### config.mk
export PLATFORM = sky130hd
export DESIGN_NAME = clock_time_setter
export DESIGN_NICKNAME = d
export VERILOG_FILES = /design/src/rtl/clock_pkg.sv /design/src/rtl/button_debounce.sv /design/src/rtl/sysclk_divider.sv /design/src/rtl/clock_time_setter.sv
export SDC_FILE = /design/constraint.sdc
export NUM_CORES = 1
export LEC_CHECK = 0
export ABC_AREA = 1
export CELL_PAD_IN_SITES_DETAIL_PLACEMENT = 0
export CELL_PAD_IN_SITES_GLOBAL_PLACEMENT = 1
export CORE_MARGIN = 10
export CORE_UTILIZATION = 40
export DETAILED_ROUTE_END_ITERATION = 12
export HOLD_SLACK_MARGIN = 0.12
export PLACE_DENSITY_LB_ADDON = 0.08
export SETUP_SLACK_MARGIN = 0.02
export SLEW_MARGIN = 20
export SYNTH_ARGS = -nofsm -noshare
export SYNTH_HDL_FRONTEND = slang
export SYNTH_HIERARCHICAL = 1
export SYNTH_SLANG_ARGS = --single-unit
### constraint.sdc
create_clock -name i_clk -period 2.32 [get_ports i_clk]
set_input_delay 0.696 -clock i_clk [delete_from_list [all_inputs] [get_ports i_clk]]
set_output_delay 0.696 -clock i_clk [all_outputs]
set_load 0.01 [all_outputs]
### src/rtl/clock_pkg.sv
// Shared widths, moduli and set-mode state for the clock core and its time setter.
package clock_pkg;

    localparam int SEC_W     = 6;
    localparam int MIN_W     = 6;
    localparam int HOUR_W    = 5;
    localparam int HOURS_MOD = 24;
    localparam int MINS_MOD  = 60;

    typedef enum logic {
        RUN = 1'b0,
        SET = 1'b1
    } set_state_t;

    // Out-of-range values (e.g. hours 24..31) also wrap straight to zero.
    function automatic logic [HOUR_W-1:0] wrap_inc_hours(input logic [HOUR_W-1:0] h);
        return (h >= HOUR_W'(HOURS_MOD - 1)) ? '0 : h + HOUR_W'(1);
    endfunction

    function automatic logic [MIN_W-1:0] wrap_inc_minutes(input logic [MIN_W-1:0] m);
        return (m >= MIN_W'(MINS_MOD - 1)) ? '0 : m + MIN_W'(1);
    endfunction

endpackage

### src/rtl/button_debounce.sv
// Raw push-button to clean one-cycle press pulses, with optional hold-to-repeat.
module button_debounce #(
    parameter bit REPEAT_EN    = 1'b0,
    parameter int HOLD_TICKS   = 50,
    parameter int REPEAT_TICKS = 25
) (
    input  logic i_clk,
    input  logic i_reset,
    input  logic i_tick,
    input  logic i_btn,
    output logic o_press,
    output logic o_repeat
);

    localparam int CNT_MAX = (HOLD_TICKS > REPEAT_TICKS) ? HOLD_TICKS : REPEAT_TICKS;
    localparam int CW      = $clog2(CNT_MAX + 1);

    logic          sync1;
    logic          sync2;
    logic          last_sample;
    logic          level;
    logic          level_next;
    logic          repeating;
    logic [CW-1:0] hold_cnt;
    logic [CW-1:0] cnt_inc;

    // Level only moves when this tick's sample agrees with the previous one.
    always_comb begin
        level_next = (sync2 == last_sample) ? sync2 : level;
        cnt_inc    = hold_cnt + CW'(1);
    end

    always_ff @(posedge i_clk or posedge i_reset) begin
        if (i_reset) begin
            sync1       <= 1'b0;
            sync2       <= 1'b0;
            last_sample <= 1'b0;
            level       <= 1'b0;
            repeating   <= 1'b0;
            hold_cnt    <= '0;
            o_press     <= 1'b0;
            o_repeat    <= 1'b0;
        end else begin
            sync1    <= i_btn;
            sync2    <= sync1;
            o_press  <= 1'b0;
            o_repeat <= 1'b0;
            if (i_tick) begin
                last_sample <= sync2;
                level       <= level_next;
                if (level_next && !level) begin
                    o_press   <= 1'b1;
                    hold_cnt  <= '0;
                    repeating <= 1'b0;
                end else if (level_next && REPEAT_EN) begin
                    // First repeat after HOLD_TICKS, then every REPEAT_TICKS.
                    if (cnt_inc == (repeating ? CW'(REPEAT_TICKS) : CW'(HOLD_TICKS))) begin
                        o_repeat  <= 1'b1;
                        repeating <= 1'b1;
                        hold_cnt  <= '0;
                    end else begin
                        hold_cnt <= cnt_inc;
                    end
                end
            end
        end
    end

endmodule

### src/rtl/sysclk_divider.sv
// Free-running divider: o_overflow pulses for one cycle every SYS_CLK_HZ/OUT_CLK_HZ cycles.
module sysclk_divider #(
    parameter int SYS_CLK_HZ = 50_000_000,
    parameter int OUT_CLK_HZ = 100
) (
    input  logic i_clk,
    input  logic i_reset,
    output logic o_overflow
);

    localparam int DIV = SYS_CLK_HZ / OUT_CLK_HZ;
    localparam int CW  = (DIV > 1) ? $clog2(DIV) : 1;

    logic [CW-1:0] cnt;

    always_ff @(posedge i_clk or posedge i_reset) begin
        if (i_reset) begin
            cnt <= '0;
        end else if (cnt == CW'(DIV - 1)) begin
            cnt <= '0;
        end else begin
            cnt <= cnt + CW'(1);
        end
    end

    assign o_overflow = (cnt == CW'(DIV - 1));

endmodule

### src/rtl/clock_time_setter.sv
// Set-mode controller: pauses the clock core, edits shadow hours/minutes from buttons,
// and issues a one-cycle load strobe on exit.
module clock_time_setter
    import clock_pkg::*;
#(
    parameter int SYS_CLK_HZ    = 50_000_000,
    parameter int TICK_HZ       = 100,
    parameter int HOLD_TICKS    = 50,
    parameter int REPEAT_TICKS  = 25,
    parameter int TIMEOUT_TICKS = 3000
) (
    input  logic              i_clk,
    input  logic              i_reset,
    input  logic              i_btn_set,
    input  logic              i_btn_hours,
    input  logic              i_btn_minutes,
    input  logic [SEC_W-1:0]  i_seconds,
    input  logic [MIN_W-1:0]  i_minutes,
    input  logic [HOUR_W-1:0] i_hours,
    output logic              o_clk_en,
    output logic              o_setting,
    output logic              o_load,
    output logic [SEC_W-1:0]  o_seconds,
    output logic [MIN_W-1:0]  o_minutes,
    output logic [HOUR_W-1:0] o_hours
);

    localparam int TO_W = $clog2(TIMEOUT_TICKS + 1);

    logic            tick;
    logic            set_press;
    logic            set_repeat;
    logic            hours_press;
    logic            hours_repeat;
    logic            minutes_press;
    logic            minutes_repeat;
    logic            hours_pulse;
    logic            minutes_pulse;
    logic            any_pulse;
    set_state_t      state;
    logic [TO_W-1:0] idle_ticks;

    sysclk_divider #(
        .SYS_CLK_HZ(SYS_CLK_HZ),
        .OUT_CLK_HZ(TICK_HZ)
    ) u_tick (
        .i_clk     (i_clk),
        .i_reset   (i_reset),
        .o_overflow(tick)
    );

    button_debounce #(
        .REPEAT_EN   (1'b0),
        .HOLD_TICKS  (HOLD_TICKS),
        .REPEAT_TICKS(REPEAT_TICKS)
    ) u_btn_set (
        .i_clk   (i_clk),
        .i_reset (i_reset),
        .i_tick  (tick),
        .i_btn   (i_btn_set),
        .o_press (set_press),
        .o_repeat(set_repeat)
    );

    button_debounce #(
        .REPEAT_EN   (1'b1),
        .HOLD_TICKS  (HOLD_TICKS),
        .REPEAT_TICKS(REPEAT_TICKS)
    ) u_btn_hours (
        .i_clk   (i_clk),
        .i_reset (i_reset),
        .i_tick  (tick),
        .i_btn   (i_btn_hours),
        .o_press (hours_press),
        .o_repeat(hours_repeat)
    );

    button_debounce #(
        .REPEAT_EN   (1'b1),
        .HOLD_TICKS  (HOLD_TICKS),
        .REPEAT_TICKS(REPEAT_TICKS)
    ) u_btn_minutes (
        .i_clk   (i_clk),
        .i_reset (i_reset),
        .i_tick  (tick),
        .i_btn   (i_btn_minutes),
        .o_press (minutes_press),
        .o_repeat(minutes_repeat)
    );

    always_comb begin
        hours_pulse   = hours_press | hours_repeat;
        minutes_pulse = minutes_press | minutes_repeat;
        any_pulse     = set_press | set_repeat | hours_pulse | minutes_pulse;
    end

    // The o_hours/o_minutes/o_seconds registers are the shadow copy itself.
    always_ff @(posedge i_clk or posedge i_reset) begin
        if (i_reset) begin
            state      <= RUN;
            o_clk_en   <= 1'b1;
            o_setting  <= 1'b0;
            o_load     <= 1'b0;
            o_seconds  <= '0;
            o_minutes  <= '0;
            o_hours    <= '0;
            idle_ticks <= '0;
        end else begin
            o_load <= 1'b0;
            case (state)
                RUN: begin
                    if (set_press) begin
                        o_hours    <= i_hours;
                        o_minutes  <= i_minutes;
                        o_seconds  <= i_seconds;
                        state      <= SET;
                        o_clk_en   <= 1'b0;
                        o_setting  <= 1'b1;
                        idle_ticks <= '0;
                    end
                end
                SET: begin
                    // A set press wins over any increment arriving in the same cycle.
                    if (set_press) begin
                        o_seconds <= '0;
                        o_load    <= 1'b1;
                        o_clk_en  <= 1'b1;
                        o_setting <= 1'b0;
                        state     <= RUN;
                    end else begin
                        if (hours_pulse) o_hours <= wrap_inc_hours(o_hours);
                        if (minutes_pulse) o_minutes <= wrap_inc_minutes(o_minutes);
                        if (any_pulse) begin
                            idle_ticks <= '0;
                        end else if (tick) begin
                            if (idle_ticks == TO_W'(TIMEOUT_TICKS - 1)) begin
                                state     <= RUN;
                                o_clk_en  <= 1'b1;
                                o_setting <= 1'b0;
                            end else begin
                                idle_ticks <= idle_ticks + TO_W'(1);
                            end
                        end
                    end
                end
            endcase
        end
    end

endmodule

# After elaboration in Yosys (flattened, before gate mapping)
# Cells that the tools add are included.
[op_classes]
n_mux = 70
reduce_logical = 19
bitwise = 5
eq_ne = 17
magnitude_cmp = 2
add_sub_neg = 6
[op_table]
columns = ["operator", "count"]
rows = [
  ["$mux W6", 14],
  ["$mux W12", 5],
  ["$mux W1", 39],
  ["$pmux W12 S2", 1],
  ["$pmux W6 S2", 2],
  ["$mux W5", 4],
  ["$add A19 B1 Y19 const B", 1],
  ["$eq A19 B19 Y1 const B", 1],
  ["$mux W19", 1],
  ["$add A6 B1 Y6 const B", 3],
  ["$add A12 B1 Y12 const B", 1],
  ["$eq A12 B12 Y1 const B", 1],
  ["$eq A6 B6 Y1", 2],
  ["$reduce_and A3 Y1", 4],
  ["$pmux W5 S2", 1],
  ["$reduce_and A4 Y1", 2],
  ["$reduce_bool A2 Y1", 4],
  ["$ge A6 B6 Y1 const B", 1],
  ["$ne A2 B2 Y1 const B", 3],
  ["$ne A3 B2 Y1 const B", 2],
  ["$ne A3 B3 Y1 const B", 2],
  ["$pmux W1 S2", 3],
  ["$reduce_and A2 Y1", 3],
  ["$add A5 B1 Y5 const B", 1],
  ["8 further kinds", 18],
]
[totals]
out_inout_bits = 20
in_bits = 22
register_bits = 83
elab_cells = 149

# Longest topological paths before layout
[depth]
word_depth = 6
ltp_mapped = 12
depth_no_buf = 12

# By module
# Netlist, hierarchy kept.
[modules_own_cells]
columns = ["module", "instances", "seq_area_each_um2", "area_per_inst_um2", "cells_per_inst"]
rows = [
  ["clock_time_setter", 1, 827.0, 1909.3, 250],
  ["button_debounce (u_btn_hours ...)", 2, 325.3, 650.6, 76],
  ["sysclk_divider", 1, 475.5, 1104.8, 146],
  ["button_debounce (u_btn_set)", 1, 125.1, 193.9, 21],
]

# Worst setup path before layout
# OpenSTA, ideal clock, no wires.
[synth_timing]
kind = "register to register"
from = "register u_tick.cnt[0]"
to = "register u_btn_hours.hold_cnt[0]"
path_slack_ps = 385
stages_incl_launch_ff = 10
required_time_ps = 2244
n_path_buf = 0
synth_period_minus_slack_ps = 1935
arrival_ps = 1859
setup_ps = 76
path_cell_list = "dfrtp_1 -> ha_1 -> nand2_1 -> nor2_4 -> nand3_2 -> inv_1 -> nand2_1 -> nor2_1 -> nand2_2 -> o21ai_1"
[synth_between]
elab_chain_cells = 2
[synth_lines]
columns = ["element", "line_no", "source"]
rows = [
  ["start, declared", "sysclk_divider.sv:14", "logic [CW-1:0] cnt;"],
  ["start signal, assigned", "sysclk_divider.sv:22", "cnt <= cnt + CW'(1);"],
  ["$eq A19 B19 Y1", "sysclk_divider.sv:26", "assign o_overflow = (cnt == CW'(DIV - 1));"],
  ["via tick", "clock_time_setter.sv:30", "logic tick;"],
  ["$reduce_and A2 Y1 (no source line)", "n/a", ""],
  ["end signal, assigned", "button_debounce.sv:62", "hold_cnt <= cnt_inc;"],
  ["end, declared", "button_debounce.sv:24", "logic [CW-1:0] hold_cnt;"],
]
# The timed path passes the listed nets, and every way through them passes these cells.
# A chain may end at the register's enable or synchronous reset.

# Final worst setup path
[layout_timing]
from = "register o_clk_en"
to = "output port o_clk_en"
[layout_lines]
columns = ["element", "line_no", "source"]
rows = [
  ["start, declared", "clock_time_setter.sv:20", "output logic o_clk_en,"],
  ["start signal, assigned", "clock_time_setter.sv:101", "o_clk_en <= 1'b1;"],
  ["start signal, assigned", "clock_time_setter.sv:117", "o_clk_en <= 1'b0;"],
  ["start signal, assigned", "clock_time_setter.sv:127", "o_clk_en <= 1'b1;"],
]
# No word-level cell between the ends.

==> metrics.md <==
| Metric | Value |
|---|---|
| Most frequent cells after synthesis | nand2_1 (145), dfrtp_1 (82), nor2_1 (68) |
| Leakage | 2.625 nW |
| Tcrit/Tclk final | 90.21% |
| Clk_skew | 0.005412 ns |
| Final net count | 654 |
| Share of cells above drive strength 1 | 12.42% |
| Slowest stage cell, crit path | dfstp_2 |
| Clock Latency Late Sink | 0.34 ns |
| Starting Density | 41.24% |
| Clk sinks | 83 |
| Ant diodes | 0 |
| I/O pin cnt | 42 |
| IR drop worst, VDD | 0.0003089 V |
| CTS tree | yes |
| Via-per-instance ratio | 4.868 |
| Largest cells by area after synthesis | dfrtp_1 (46%), nand2_1 (12%), nor2_1 (5.7%) |
| Largest net degree at the start of global routing | 34 |
| Endpoints failing setup | 0 |
| Util after Layout | 49.71% |
| Largest area contributor in the netlist | dfrtp_1 |
| Die Y | 126.2 microns |
| Area of the multi-input gates | 2132 sq um |
| Filler cells | 1074 |
| Yosys cell types | 35 |
| Die area | 15920 sq um |
| Mapped Cells | 569 |
| WP data required | 1.62 ns |
| Synth top area share | 45.50% |
| RSZ-0062 raised after global routing | false |
| Period minus WS final | 2.093 ns |
| Final Instance Area | 5436 sq um |
| First-pass GRT wire length | 17280 microns |
| CP Launch Type | flop |
| Core ar. | 10940 sq um |
| Worst setup EP type | output pin |
| Placed insts | 752 |
| Initial antenna violation count | 0 |
| Worst setup path class | reg -> out |
| Routed wire length | 9916 microns |
| Syn_area_per_cell | 7.925 sq um |
| Max_slew headroom | 65.80% |
| CP max FO | 2 |
| Place WS | 0.3000 ns |
| Ys async rst share | 100.0% |
| Storage cell area | 2078 sq um |
| Clk root buf | clkbuf_16 |
| Layout Cells excl Fill | 768 |
| Yosys warning count | 6 |
| Syn_nets | 600 |
| Worst-path clk slew | 0.06 ns |
| GP Congestion | 0.8379 |
| Drt drc | 0 |
| CTS Buf Count | 9 |
| IO buf count | 41 |
| Vias in the first global route | 3650 |
| Status | finished clean |
| Slowest Stage Delay on Critical Path | 0.53 ns |
| Hold Path Class | reg -> reg |
| Grt ovf | 0 |
| GRT Total Usage | 13.01% |
| First-iteration detailed-routing DRC count | 190 |
| Most common cell in the synthesized netlist | nand2_1 |
| Detail Route Antenna Nets | 0 |
| Wire per inst | 12.91 microns |
| Hold slack final | 0.3488 ns |
| CP Buf/Inv Count | 1 |
| DR pass1 iterations | 4 |
| Post-DP Area | 5132 sq um |
| Number of flops mapped to enable cells by yosys | 0 |
| Final slew viol count | 0 |
| Via count | 3739 |
| H-tree levels | 3 |
| Std-Cell Rows | 38 |
| Die Wd | 126.2 microns |
| Worst-Margin Slew | 0.5125 ns |
| #FFs+latches synth | 83 |
| Hpwl dp | 7395 microns |
| Register area share after synthesis | 46.09% |
| Critical path, cell by cell | clkdlybuf4s50_1 |
| Cell class contributing the biggest share of worst-path delay | flip-flops |
| Setup TNS | 0 ns |
| Max Cap Viol | 0 |
| PnR worst setup slack | 0.2271 ns |
| Post-Syn Area | 4509 sq um |
| PnR Total Power | 2.995 mW |
| CP Data Arrival Time | 1.40 ns |
| P per Cell Area | 551.0 nW/um^2 |
| Prevailing post-synth register cell | dfrtp_1 |
| Longest Clk Path Bufs | 2 |
| Fin. Hold Viols | 0 |
| Layout area overhead | 20.56% |
| Achievable Freq | 0.4778 GHz |
final timing paths:
path | from | endpoint | slack (ns) | cells after the start
worst min-delay path | u_btn_hours/sync1 | u_btn_hours/sync2 | 0.35 | 0
min in group asynchronous | i_reset | u_btn_set/sync1 | 0.73 | 2
worst max-delay path | o_clk_en | o_clk_en | 0.23 | 1
max in group asynchronous | i_reset | u_btn_minutes/repeating | 1.11 | 2
worst min register to register | u_btn_hours/sync1 | u_btn_hours/sync2 | 0.35 | 0
worst max register to register | u_tick/cnt[0] | u_btn_hours/hold_cnt[0] | 0.33 | 9
cells in the final DEF (no fill, tap or decap), types with 15 or more instances in the layout:
cell               n
xor2_1            16
nor2_1            67
inv_1             62
nor2_2            15
nand3_1           39
nand4_1           16
nand2_1          145
dfrtp_1           82
clkdlybuf4s50_1   41
a21oi_1           23
metal layers:
| layer | part of all wire, % | track usage (%) | wire length [microns] |
|---|---|---|---|
| met3 | 3.3 | 2.852 | 328 |
| met1 | 49 | 16.81 | 4869 |
| met2 | 46 | 20.27 | 4528 |
| met5 | 0 | 0 | 0 |
| met4 | 1.9 | 6.028 | 189 |
cell type report:
cell class                 count  area share, %
clock buffer                   9          4.143
multi-input combinational    410          39.22
clock inverter                 7          1.404
tap                          140          3.222
timing repair buffer          50          9.022
sequential                    83          38.23
inverter                      69          4.764
state kept, by name, summed over array words and instances, names as in the netlist, 5 cells and up:
register and count:
idle_ticks 12, o_hours 5, o_minutes 6, o_seconds 6, u_btn_hours/hold_cnt 6, u_btn_minutes/hold_cnt 6
u_tick/cnt 19
cell families after synthesis:
group	after synthesis	share of synthesized area [%]
simple gates	318	32.85
flops	83	46.09
buf+inv	76	6.687
compound gates	61	7.603
xor+xnor	19	3.690
fa+ha+maj	9	2.497
mux	2	0.4994
other cells	1	0.08316
where the power goes:
| part | internal [mW] | switching, mW |
|---|---|---|
| sequential | 1.45 | 0.00284 |
| clock | 0.841 | 0.614 |
| combinational | 0.0390 | 0.0461 |
| total | 2.33 | 0.663 |
repair_timing:
item,CTS,global route
hold buffers,0,0
endpoints found under the setup margin,0,1
setup buffers,0,0
gates resized for setup,0,1
No activity file was read; power rests on OpenSTA's default activity.
